===== src/rtl/stream_depacketizer.sv =====
// Splits a raw beat stream into header + payload packets; forwards payload beats
// through a 2-entry skid FIFO and reports header info on a side channel.
module stream_depacketizer #(
    parameter int unsigned DATA_BITS = 64,
    parameter int unsigned LEN_BITS  = 16,
    parameter int unsigned CNT_BITS  = 8
) (
    input  logic                 clock,
    input  logic                 reset,
    input  logic                 in_valid,
    output logic                 in_ready,
    input  logic [DATA_BITS-1:0] in_bits,
    output logic                 out_valid,
    input  logic                 out_ready,
    output logic [DATA_BITS-1:0] out_bits,
    output logic                 out_last,
    output logic                 hdr_valid,
    output logic [LEN_BITS-1:0]  hdr_len,
    output logic [CNT_BITS-1:0]  pkt_count,
    output logic [CNT_BITS-1:0]  drop_count
);

    typedef enum logic {S_HDR, S_PAYLOAD} state_t;

    state_t               state_q;
    state_t               state_d;
    logic [LEN_BITS-1:0]  rem_q;
    logic [LEN_BITS-1:0]  in_len;
    logic                 accept;
    logic                 hdr_take;
    logic                 drop;
    logic                 push;
    logic                 push_last;
    logic                 pkt_done;
    logic                 pop;
    logic [1:0]           fifo_count;
    logic [1:0]           count_d;
    logic [DATA_BITS-1:0] tail_bits;
    logic                 tail_last;

    assign in_len = in_bits[LEN_BITS-1:0];
    assign accept = in_valid & in_ready;
    assign pop    = out_valid & out_ready;

    // State register
    always_ff @(posedge clock or negedge reset) begin
        if (!reset) state_q <= S_HDR;
        else        state_q <= state_d;
    end

    // Next-state logic
    always_comb begin
        state_d = state_q;
        case (state_q)
            S_HDR:     if (accept && (in_len != '0))            state_d = S_PAYLOAD;
            S_PAYLOAD: if (accept && (rem_q == LEN_BITS'(1)))   state_d = S_HDR;
            default:   state_d = S_HDR;
        endcase
    end

    // Per-state control strobes
    always_comb begin
        hdr_take  = 1'b0;
        drop      = 1'b0;
        push      = 1'b0;
        push_last = 1'b0;
        pkt_done  = 1'b0;
        case (state_q)
            S_HDR: begin
                hdr_take = accept;
                drop     = accept && (in_len == '0);
            end
            S_PAYLOAD: begin
                push      = accept;
                push_last = (rem_q == LEN_BITS'(1));
                pkt_done  = accept && (rem_q == LEN_BITS'(1));
            end
            default: ;
        endcase
    end

    always_comb begin
        count_d = fifo_count;
        if (push && !pop)      count_d = fifo_count + 2'(1);
        else if (!push && pop) count_d = fifo_count - 2'(1);
    end

    // Header side channel, remaining-beat counter, saturating statistics
    always_ff @(posedge clock or negedge reset) begin
        if (!reset) begin
            rem_q      <= '0;
            hdr_valid  <= 1'b0;
            hdr_len    <= '0;
            pkt_count  <= '0;
            drop_count <= '0;
            in_ready   <= 1'b0;
        end else begin
            hdr_valid <= hdr_take;
            if (hdr_take) begin
                hdr_len <= in_len;
                rem_q   <= in_len;
            end else if (push) begin
                rem_q <= rem_q - LEN_BITS'(1);
            end
            if (pkt_done && (pkt_count != '1))  pkt_count  <= pkt_count + CNT_BITS'(1);
            if (drop && (drop_count != '1))     drop_count <= drop_count + CNT_BITS'(1);
            // Registered ready: equals (state==HDR)|(count<2) on the current registers
            in_ready <= (state_d == S_HDR) || (count_d < 2'd2);
        end
    end

    // Two-entry skid FIFO: head drives the output port directly
    always_ff @(posedge clock or negedge reset) begin
        if (!reset) begin
            fifo_count <= '0;
            out_valid  <= 1'b0;
            out_bits   <= '0;
            out_last   <= 1'b0;
            tail_bits  <= '0;
            tail_last  <= 1'b0;
        end else begin
            fifo_count <= count_d;
            out_valid  <= (count_d != 2'd0);
            case ({push, pop})
                2'b10: begin
                    if (fifo_count == 2'd0) begin
                        out_bits <= in_bits;
                        out_last <= push_last;
                    end else begin
                        tail_bits <= in_bits;
                        tail_last <= push_last;
                    end
                end
                2'b01: begin
                    out_bits <= tail_bits;
                    out_last <= tail_last;
                end
                2'b11: begin
                    if (fifo_count == 2'd1) begin
                        out_bits <= in_bits;
                        out_last <= push_last;
                    end else begin
                        out_bits  <= tail_bits;
                        out_last  <= tail_last;
                        tail_bits <= in_bits;
                        tail_last <= push_last;
                    end
                end
                default: ;
            endcase
        end
    end

endmodule


===== config.mk =====
export PLATFORM = sky130hd
export DESIGN_NAME = stream_depacketizer
export DESIGN_NICKNAME = d
export VERILOG_FILES = /design/src/rtl/stream_depacketizer.sv
export SDC_FILE = /design/constraint.sdc
export NUM_CORES = 1
export LEC_CHECK = 0
export CAP_MARGIN = 20
export CORE_MARGIN = 2
export CORE_UTILIZATION = 46
export DETAILED_ROUTE_END_ITERATION = 8
export GPL_TIMING_DRIVEN = 0
export PLACE_DENSITY = 0.8
export RECOVER_POWER = 50
export SLEW_MARGIN = 20
export SYNTH_ARGS = -nofsm -noshare
export SYNTH_HDL_FRONTEND = slang
export SYNTH_SLANG_ARGS = --single-unit

===== constraint.sdc =====
create_clock -name clock -period 2 [get_ports clock]
set_input_delay 0.4 -clock clock [delete_from_list [all_inputs] [get_ports clock]]
set_output_delay 0.4 -clock clock [all_outputs]
set_load 0.005 [all_outputs]

==> key figures, run 1 <==
Synth
  – Most frequent cell after synthesis: dfrtp_1
  – Number of synthesized flops with an enable pin: 0
  – Seq/Total Area, Yosys: 0.573
  – Mapped cell area: roughly 8000 sq um
  – Share of the synthesized area in the top cell type: 0.573
  – Synth Flop Type: dfrtp_1
  – Syn Inst Count: roughly 700
  – Area contributors post-synth: dfrtp_1 (57%), mux2_2 (9.5%), mux2i_1 (8.2%)
  – Commonest cells in the netlist: dfrtp_1 (184), nand2_1 (130), o21ai_0 (72)
  – Synthesized area per cell: between 10 and 15 sq um
  – Area leader, netlist: dfrtp_1
  – Ys async rst share: 1.00
  – Synth warnings: 0
  – Cell variety after synth: 43
  – Flip-flop and latch count after synthesis: around 180
  – Synthesized Nets: about 790

Clock network
  – CTS tree: done
  – Hold-fix buffers, CTS: 0
  – CTS root buffer: clkbuf_16
  – Clk_lat worst skew: ~0.44 ns
  – Htree depth: 4
  – CTS Buf Count: 17
  – CTS max path bufs: 2
  – Clock sink count: 184
  – Reg clk slew, reported paths: about 0.07 ns

Global routing
  – Vias in the first global route: 6211
  – Initial antenna violation count: 0
  – First-pass GRT wire length: around 32 mm
  – Largest net degree at the start of global routing: around 100
  – Gr ovfl total: 0
  – Overall Global Routing Usage: 0.218

Finish
  – Final Cell Area: between 10000 and 15000 sq um
  – Fraction of layout cells with a size suffix above 1: 0.178
  – Fin cells: about 1200
  – # diodes: 0
  – Nets@finish: between 900 and 1000
  – Area delta synth->final: 36.0%

Power
  – VDD IR max: about 670 uV
  – Sw Share: 0.313
  – P_int: 10.3 mW
  – Switching pwr: approximately 4.7 mW
  – Logic pwr share: 0.359
  – Power per Cell Area: ~1400 nW/um^2
  – Sequential share of power: 0.414
  – Clk pwr share: 0.227
  – Power consumption: roughly 15 mW
  – Static Leak: about 4.8 nW

Setup path
  – Cells along the critical path: or3_4 > or4b_4 > or4_1 > a21oi_1
  – CP startpoint kind: register
  – Worst path bufs/invs: 0
  – Crit-path slowest cell: or4b_4
  – Max incr delay on CP: around 0.57 ns
  – Critical Path Sink Type: register
  – CP top delay family: simple AND/OR/NAND/NOR gates
  – Crit path max fanout: 5
  – CP required: roughly 2.4 ns
  – CP Class: reg2reg
  – Worst EP arrival: 2.38 ns

STA
  – RSZ-0062 raised after global routing: true
  – Slew margin rel.: 0.111
  – Tcrit/Tclk final: 1.01
  – Final worst slack: -0.0277 ns
  – Tmin final: 2.03 ns
  – Slew @ Worst Pin: ~1.3 ns
  – Skew final: 0.0108 ns
  – Hold slack: approximately 0.31 ns
  – Maximum clock rate: 0.493 GHz
  – Final Hold Viols: 0
  – Final setup fails: 1
  – Slew Limit Fails: 0

Floorplan
  – Chip Height: around 140 um
  – Die X: between 100 and 150 um
  – Die Area: about 19000 sq um
  – Initial Util: 0.468
  – Core Region: roughly 17000 sq um
  – I/O pin total: about 170
  – Rows: 48

Min path
  – Hold Path Class: in2async

Routing
  – WL per Instance: 17.1 um
  – Via count: roughly 6000
  – Post-DRT Antenna Nets: 0
  – Routed WL: about 20 mm
  – Drt initial violations: 385
  – Drt first pass iters: 7
  – Vias per inst: around 5.3
  – DRC viols: 0

Placed design
  – Inst Count DP: around 1100
  – DP Area: ~10000 sq um
  – Post-DP HPWL: approximately 13 mm
  – IO buf count: roughly 170
  – Pre-CTS setup slack: -1.19 ns
  – GPL Wtd Cong: between 0.9 and 1

Status
  – Failing checks: negative setup slack
  – Status: finished with violations

Flow run
  – MaxCap Viol Count: 0
==> state kept, by name, indices dropped and copies added (netlist names), 2 cells and up <==
name,count
drop_count,8
fifo_count,2
hdr_len,16
out_bits,64
pkt_count,8
rem_q,16
tail_bits,64
==> layout by cell type, fill, tap and decap left out, types with 3 or more instances in the layout <==
cell,n
a21oi_1,12
a22oi_1,5
a2bb2oi_1,3
a31oi_1,4
and2_1,3
buf_2,4
buf_4,16
buf_6,7
clkbuf_1,9
clkbuf_16,17
clkbuf_2,10
clkbuf_4,4
clkdlybuf4s50_1,165
clkinvlp_4,3
dfrtp_1,183
ha_1,6
inv_1,7
inv_6,4
mux2_2,66
mux2i_1,66
nand2_1,129
nand3_1,16
nand4_1,8
nor2_1,14
nor3_1,8
nor4_1,5
o211ai_1,5
o21ai_0,72
o22ai_1,3
or3_1,4
or4_1,3
xnor2_1,4
xor2_1,11
==> layer usage <==
| metal | wire length, um | share of wire | GRT usage |
|---|---|---|---|
| met5 | 0 | 0 | 0 |
| met4 | 361 | 0.018 | 0.0613 |
| met3 | 1220 | 0.062 | 0.0537 |
| met2 | 9610 | 0.49 | 0.360 |
| met1 | 8520 | 0.43 | 0.287 |
==> stage by stage <==
| step | TNS [ns] | utilization |
|---|---|---|
| 3_3_place_gp | -1420.76 | 0.584 |
| 6_report | -0.0277 | 0.637 |
| 4_1_cts | -0.0433 | 0.633 |
| 5_1_grt | -0.168 | 0.637 |
| 3_5_place_dp | -125.90 | 0.586 |
| 2_1_floorplan | -0.148 | - |
==> worst register-to-register path, delay by kind of cell, from the launching register on <==
kind	cells	cell delay, ns
AND/OR/NAND/NOR	3	1.43
flip-flops	1	0.39
AO/OA/AOI/OAI	1	0.14
==> final cells by class <==
| class | count | area [sq um] |
|---|---|---|
| Fill cell | 1403 | 6240 |
| Clock buffer | 17 | 425 |
| Sequential cell | 184 | 4610 |
| Clock inverter | 15 | 168 |
| Tap cell | 225 | 282 |
| Multi-Input combinational cell | 483 | 3380 |
| Timing Repair Buffer | 182 | 1800 |
| Buffer | 37 | 238 |
| Inverter | 8 | 32.5 |
==> path summary, 6_finish.rpt <==
path,start,end,slack (ns),depth (start not counted)
setup reg to reg,rem_q[13]$_DFFE_PN0P_,out_last$_DFFE_PN0P_,-0.03,4
hold reg to reg,out_bits[60]$_DFFE_PN0P_,out_bits[60]$_DFFE_PN0P_,0.48,2
min in group clock,out_bits[60]$_DFFE_PN0P_,out_bits[60]$_DFFE_PN0P_,0.48,2
max in group asynchronous,reset,out_bits[4]$_DFFE_PN0P_,0.62,2
hold / removal,reset,out_bits[56]$_DFFE_PN0P_,0.31,1
setup / recovery,rem_q[13]$_DFFE_PN0P_,out_last$_DFFE_PN0P_,-0.03,4
==> what timing repair did <==
action / in CTS / in global routing
buffers inserted: 9 / 5
setup endpoints to repair: 167 / 91
pin swaps: 6 / 2
resized for setup: 51 / 13
gates cloned: 1 / 0
hold endpoints to repair: 0 / 0
==> logic make-up after synthesis <==
kind of cell | count (synthesis) | share of synthesized area
adder cells (fa/ha/maj) | 6 | 0.00934
multiplexers | 134 | 0.177
AND/OR/NAND/NOR | 211 | 0.118
buffers and inverters | 48 | 0.0237
AO/OA/AOI/OAI | 116 | 0.0823
flip-flops | 184 | 0.573
XOR/XNOR | 15 | 0.0163
==> power by group through the flow <==
stage               Clock [mW]  Sequential [mW]  Combinational, mW
floorplan                    0             6.13               2.68
global placement             0             6.15               5.06
detailed placement           0             6.23               5.19
CTS                       3.44             6.18               5.39
global route              3.63             6.38               5.92
finish                    3.39             6.18               5.38
Note: power is estimated with default switching activity, not from simulation.
==> run 2: changes to the inputs <==
Settings changed: ABC_AREA from default to 1, CORE_UTILIZATION 46 to 50, PLACE_DENSITY 0.8 to 0.82, SKIP_LAST_GASP from default to 1.
Clock period 2 ns to 2.2 ns, I/O delays scaled along.
==> run 2 against run 1 <==
Net effect:
- the run now ends clean
- critical endpoint is now rem_q[5]$_DFFE_PN0P_
- clock power is 1% higher
- sequential share of layout area down 1.0 points
- critical path depth is 1 higher
- sequential power shrank 11%
- clock skew is 0.0010 ns lower
- utilization is 3.7 points higher
- largest power group unchanged
- register-to-register slack better by 0.18 ns
- synthesized area rose by 6.3%
- die area down 2.1%
==> key figures, run 2 <==
Setup path
  – CP startpoint kind: register
  – Max incr delay on CP: 0.50 ns (-0.07 ns)
  – Crit. path cell count: 5 (+1)
  – CP Class: reg2reg
  – Top cell by count, worst path: clkbuf_1
  – Critical Path Sink Type: register
  – CP top delay family: simple AND/OR/NAND/NOR gates
  – Cells along the critical path: clkbuf_1 > nor2_1 > clkbuf_1 > nand2_1 > nand3_1
  – R2R cell count: 5 (+1)
  – Crit path max fanout: 10 (+5)
  – Crit-path slowest cell: clkbuf_1
  – Worst EP arrival: 2.41 ns (+0.03 ns)
  – Worst path bufs/invs: 2 (+2)
  – CP required: 2.57 ns (+0.21 ns)

Finish
  – # diodes: 0 (unchanged)
  – Area of the multi-input gates: 3390 sq um (about the same)
  – Area delta synth->final: 31.2%
  – Most frequent cells in the layout: nand2_1 (333), dfrtp_1 (184), clkdlybuf4s50_1 (133)
  – Fraction of layout cells with a size suffix above 1: 0.0708 (-0.107)
  – Fin cells: 1463 (+27%)
  – Filler cell count: 1383 (-1.4%)
  – Register Area: 4600 sq um (about the same)
  – Nets@finish: 1304 (+32%)
  – Commonest non-fill, non-tap cell in the layout: nand2_1
  – Final Cell Area: 11200 sq um (+2.5%)
  – Biggest regs: out_bits x64, tail_bits x64

Clock network
  – Post_cts resized: 0 (-100%)
  – Clock sink count: 184 (unchanged)
  – Reg clk slew, reported paths: 0.07 ns (about the same)
  – CTS max path bufs: 2 (unchanged)
  – Post-CTS Repair Setup Buffers: 0 (-9)
  – Clk_lat worst skew: 0.43 ns (about the same)
  – CTS tree: done
  – CTS root buffer: clkbuf_16
  – CTS Buf Count: 17 (unchanged)
  – Htree depth: 4 (unchanged)
  – Hold-fix buffers, CTS: 1 (+1)

STA
  – Tcrit/Tclk final: 0.930 (-0.0836)
  – Final setup fails: 0 (-1)
  – Final Hold Viols: 0 (unchanged)
  – Slew Limit Fails: 0 (unchanged)
  – Tmin final: 2.05 ns (+0.0189 ns)
  – RSZ-0062 raised after global routing: false
  – Skew final: 0.00976 ns (-0.00104 ns)
  – Slew @ Worst Pin: 0.661 ns (-0.673 ns)
  – Hold slack: 0.468 ns (+0.158 ns)
  – Slew margin rel.: 0.559 (+0.449)
  – Maximum clock rate: 0.489 GHz (-0.92%)

Floorplan
  – Chip Height: 135 um (-1.1%)
  – I/O pin total: 168 (unchanged)
  – Initial Util: 0.514 (+0.0455)
  – Die Area: 18200 sq um (-2.1%)
  – Die X: 135 um (-1.1%)
  – Rows: 47 (-2.1%)
  – Core Region: 16600 sq um (-3.1%)

Min path
  – Hold Path Class: reg2reg
  – WHS Path Cells: 2

Placed design
  – Post-DP HPWL: 16.6 mm (+23%)
  – GPL Wtd Cong: 0.914 (-0.25%)
  – DP Area: 10600 sq um (+4.9%)
  – Inst Count DP: 1430 (+29%)
  – IO buf count: 167 (unchanged)

Synth
  – Area contributors post-synth: dfrtp_1 (54%), nand2_1 (15%), nand3_1 (5.7%)
  – Synth Flop Type: dfrtp_1
  – Ys async rst share: 1.00 (unchanged)
  – Synthesized Nets: 1115 (+41%)
  – Share of the synthesized area in the top cell type: 0.539 (-0.0340)
  – Commonest cells in the netlist: nand2_1 (333), dfrtp_1 (184), nor2_1 (111)
  – Mapped cell area: 8550 sq um (+6.3%)
  – Flip-flop and latch count after synthesis: 184 (unchanged)
  – Synthesized area per cell: 8.21 sq um (-27%)
  – Area leader, netlist: dfrtp_1
  – Number of synthesized flops with an enable pin: 0 (unchanged)
  – Seq/Total Area, Yosys: 0.539 (-0.0340)
  – Syn Inst Count: 1041 (+46%)
  – Cell variety after synth: 34 (-21%)
  – Most frequent cell after synthesis: nand2_1
  – Synth warnings: 0 (unchanged)

Flow run
  – MaxCap Viol Count: 0 (unchanged)

Routing
  – Routed WL: 23.3 mm (+18%)
  – WL per Instance: 15.9 um (-7.1%)
  – Drt first pass iters: 5 (-2)
  – Via count: 7986 (+30%)
  – Post-DRT Antenna Nets: 0 (unchanged)
  – DRC viols: 0 (unchanged)
  – Drt initial violations: 734 (+91%)
  – Vias per inst: 5.46 (+2.0%)

Power
  – Power consumption: 14.0 mW (-6.5%)
  – Static Leak: 5.34 nW (+12%)
  – VDD IR max: 753 uV (+13%)
  – Power per Cell Area: 1250 nW/um^2 (-8.8%)

Global routing
  – First-pass GRT wire length: 38.1 mm (+21%)
  – Largest net degree at the start of global routing: 73 (-26%)
  – Vias in the first global route: 7531 (+21%)
  – Gr ovfl total: 0 (unchanged)
  – Overall Global Routing Usage: 0.264 (+0.0460)
  – Initial antenna violation count: 0 (unchanged)

Status
  – Status: finished, final reports clean
-- run 2: worst paths after layout --
| path | start | to | slack, ns |
|---|---|---|---|
| max in group asynchronous | reset | pkt_count[4]$_DFFE_PN0P_ | 0.41 |
| worst max-delay path | state_q$_DFF_PN0_ | rem_q[5]$_DFFE_PN0P_ | 0.15 |
| worst min-delay path | hdr_len[3]$_DFFE_PN0P_ | hdr_len[3]$_DFFE_PN0P_ | 0.47 |
| worst max register to register | state_q$_DFF_PN0_ | rem_q[5]$_DFFE_PN0P_ | 0.15 |
| worst min register to register | hdr_len[3]$_DFFE_PN0P_ | hdr_len[3]$_DFFE_PN0P_ | 0.47 |
| min in group asynchronous | reset | out_bits[38]$_DFFE_PN0P_ | 0.50 |
-- run 2: cell type report --
| class | count | share of cell area |
|---|---|---|
| multi-input combinational | 741 | 0.302 |
| tap | 220 | 0.0246 |
| timing repair buffer | 170 | 0.154 |
| sequential | 184 | 0.411 |
| buffer | 64 | 0.0319 |
| clock buffer | 19 | 0.0404 |
| clock inverter | 13 | 0.0192 |
| inverter | 52 | 0.0174 |
-- run 2: routing by layer --
layer  global-route usage  part of all wire
met5                    0                 0
met4               0.0860             0.019
met3               0.0514             0.073
met2                0.409              0.47
met1                0.378              0.44
-- run 2: worst register-to-register path: stages (launching register included) --
cell and delay [ns]:
dfrtp_1 0.40, clkbuf_1 0.27, nor2_1 0.49, clkbuf_1 0.50, nand2_1 0.20, nand3_1 0.13
-- run 2: cells by family after synthesis --
family	after synthesis	share of synthesized area
adders and majority gates	6	0.00878
AOI/OAI and AO/OA	162	0.109
DFF	184	0.539
and+or+nand+nor	565	0.271
buffers and inverters	116	0.0649
xor gates and xnor gates	8	0.00820
-- run 2: stage by stage --
step                utilization  worst slack, ns  TNS (ns)
floorplan                     -            0.655         0
global placement          0.631            -6.89  -1272.37
detailed placement        0.634           -0.183    -11.62
CTS                       0.675            0.259         0
global route              0.674           0.0469         0
finish                    0.674            0.153         0
-- run 2: power breakdown --
group          leakage [nW]  switching, mW  internal [mW]
clock network         0.325           1.34           2.09
logic                  2.76           2.67           2.39
registers              2.26          0.771           4.72
==> run 3: changes to the inputs <==
Settings changed: CORE_MARGIN 2 to default.
==> run 3 against run 2 <==
Net effect:
- global-route usage up 1.8 points
- final area down 0.77%
- cell count down 0.14%
- critical path depth up 4
- worst setup slack better by 0.096 ns
- hold slack worse by 0.17 ns
- largest power group unchanged
- highest routed layer unchanged
==> key figures, run 3 (same netlist as run 2, synthesis figures left out) <==
Setup path
  – CP startpoint kind: input port
  – CP Class: in2reg
  – Critical Path Sink Type: register
  – CP required: 2.58 ns (about the same)
  – Worst EP arrival: 2.33 ns (-0.08 ns)
  – R2R Setup Slk: 0.27 ns (+0.12 ns)
  – Reg2reg start: state_q$_DFF_PN0_
  – Crit path max fanout: 10 (unchanged)
  – Crit. Startpoint: in_valid

Global routing
  – Overall Global Routing Usage: 0.282 (+0.0179)
  – First-pass GRT wire length: 39.0 mm (+2.4%)
  – Gr ovfl total: 0 (unchanged)
  – Largest net degree at the start of global routing: 100 (+37%)
  – Initial antenna violation count: 0 (unchanged)
  – Vias in the first global route: 7796 (+3.5%)

Routing
  – Post-DRT Antenna Nets: 0 (unchanged)
  – WL per Instance: 16.4 um (+2.9%)
  – Routed WL: 23.9 mm (+2.7%)
  – Via count: 8001 (+0.19%)
  – Drt initial violations: 815 (+11%)
  – DRC viols: 0 (unchanged)
  – Drt first pass iters: 5 (unchanged)
  – Vias per inst: 5.48 (+0.32%)

Floorplan
  – Core Region: 16600 sq um (unchanged)
  – Rows: 47 (unchanged)
  – Die Area: 17600 sq um (-2.9%)
  – Initial Util: 0.514 (unchanged)
  – I/O pin total: 168 (unchanged)
  – Die X: 133 um (-1.5%)
  – Chip Height: 133 um (-1.5%)

Finish
  – Biggest regs: out_bits x64, tail_bits x64
  – Area delta synth->final: 30.2%
  – Commonest non-fill, non-tap cell in the layout: nand2_1
  – # diodes: 0 (unchanged)
  – Nets@finish: 1302 (-0.15%)
  – Most frequent cells in the layout: nand2_1 (333), dfrtp_1 (184), clkdlybuf4s50_1 (127)
  – Fraction of layout cells with a size suffix above 1: 0.0709 (+0.000114)

STA
  – Final setup fails: 0 (unchanged)
  – Slew margin rel.: 0.0977 (-0.462)
  – RSZ-0062 raised after global routing: false
  – Final Hold Viols: 0 (unchanged)
  – Tcrit/Tclk final: 0.886 (-0.0438)
  – Maximum clock rate: 0.513 GHz (+4.9%)
  – Final worst slack: 0.250 ns (+0.0965 ns)
  – Tmin final: 1.95 ns (-0.0965 ns)
  – Slew Limit Fails: 0 (unchanged)
  – Hold slack: 0.302 ns (-0.166 ns)
  – Slew @ Worst Pin: 1.35 ns (+0.693 ns)
  – Skew final: 0.00734 ns (-0.00242 ns)

Clock network
  – CTS Buf Count: 17 (unchanged)
  – CTS tree: done
  – CTS max path bufs: 2 (unchanged)
  – Post_cts resized: 0 (unchanged)
  – Htree depth: 4 (unchanged)
  – Clk_lat worst skew: 0.44 ns (about the same)
  – Clock sink count: 184 (unchanged)
  – Hold-fix buffers, CTS: 0 (-1)
  – Reg clk slew, reported paths: 0.07 ns (about the same)
  – CTS root buffer: clkbuf_16
  – Post-CTS Repair Setup Buffers: 0 (unchanged)

Min path
  – Hold Path Class: in2async

Flow run
  – MaxCap Viol Count: 0 (unchanged)

Placed design
  – Post-DP HPWL: 16.6 mm (about the same)
  – GPL Wtd Cong: 0.911 (-0.32%)
  – IO buf count: 167 (unchanged)
  – Pre-CTS setup slack: -0.185 ns (-0.00199 ns)

Status
  – Status: finished, final reports clean

Power
  – Power per Cell Area: 1240 nW/um^2 (-0.25%)
  – Power consumption: 13.8 mW (-1.0%)
  – VDD IR max: 791 uV (+5.1%)
  – Static Leak: 5.31 nW (-0.49%)
## run 3: cell types whose count changed in the layout (fill, tap and decap cells not counted), moves of 2 or more
cell / before / now
bufinv_16: 5 / 3
dlygate4sd3_1: 34 / 39
clkdlybuf4s50_1: 133 / 127
inv_6: 3 / 6
## run 3: metal layers
metal	routed length, um	vias up	track usage
li1	-	3802	-
met1	10200	3848	0.373
met2	11500	307	0.453
met3	1700	44	0.0602
met4	594	0	0.117
met5	0	-	0
## run 3: power by group
part | internal (mW) | switching [mW] | total (mW)
Clock | 1.85 | 1.40 | 3.26
Sequential | 4.72 | 0.791 | 5.51
Combinational | 2.37 | 2.70 | 5.07
## run 3: metrics by stage
| step | std cells | setup TNS, ns | instance area [sq um] | utilization |
|---|---|---|---|---|
| 2_1_floorplan | 1041 | 0 | 8550 | - |
| 3_3_place_gp | 1428 | -1275.59 | 10500 | 0.631 |
| 3_5_place_dp | 1429 | -11.09 | 10500 | 0.633 |
| 4_1_cts | 1461 | 0 | 11200 | 0.670 |
| 5_1_grt | 1461 | 0 | 11100 | 0.669 |
| 6_report | 1461 | 0 | 11100 | 0.669 |
## run 3: final timing paths
| check | endpoint | cells after the start |
|---|---|---|
| max reg2reg | rem_q[5]$_DFFE_PN0P_ | 5 |
| min | out_bits[38]$_DFFE_PN0P_ | 1 |
| max | tail_bits[48]$_DFFE_PN0P_ | 9 |
| max in group asynchronous | rem_q[1]$_DFFE_PN0P_ | 2 |
| min in group clock | hdr_len[3]$_DFFE_PN0P_ | 2 |
| min reg2reg | hdr_len[3]$_DFFE_PN0P_ | 2 |
## run 3: area by class of cell
type / instances / area (sq um)
buffer: 64 / 359
clock buffer: 18 / 439
clock inverter: 14 / 186
fill: 1376 / 5520
inverter: 52 / 195
multi-input combinational: 741 / 3390
sequential: 184 / 4600
tap: 220 / 275
timing repair buffer: 168 / 1680
## run 3: worst max-delay path: stages
cell             delay (ns)
clkdlybuf4s50_1        0.47
nand2_2                0.10
inv_2                  0.19
nand2_1                0.16
nor3_2                 0.22
buf_2                  0.29
buf_2                  0.24
o21ai_0                0.12
nand2_1                0.10
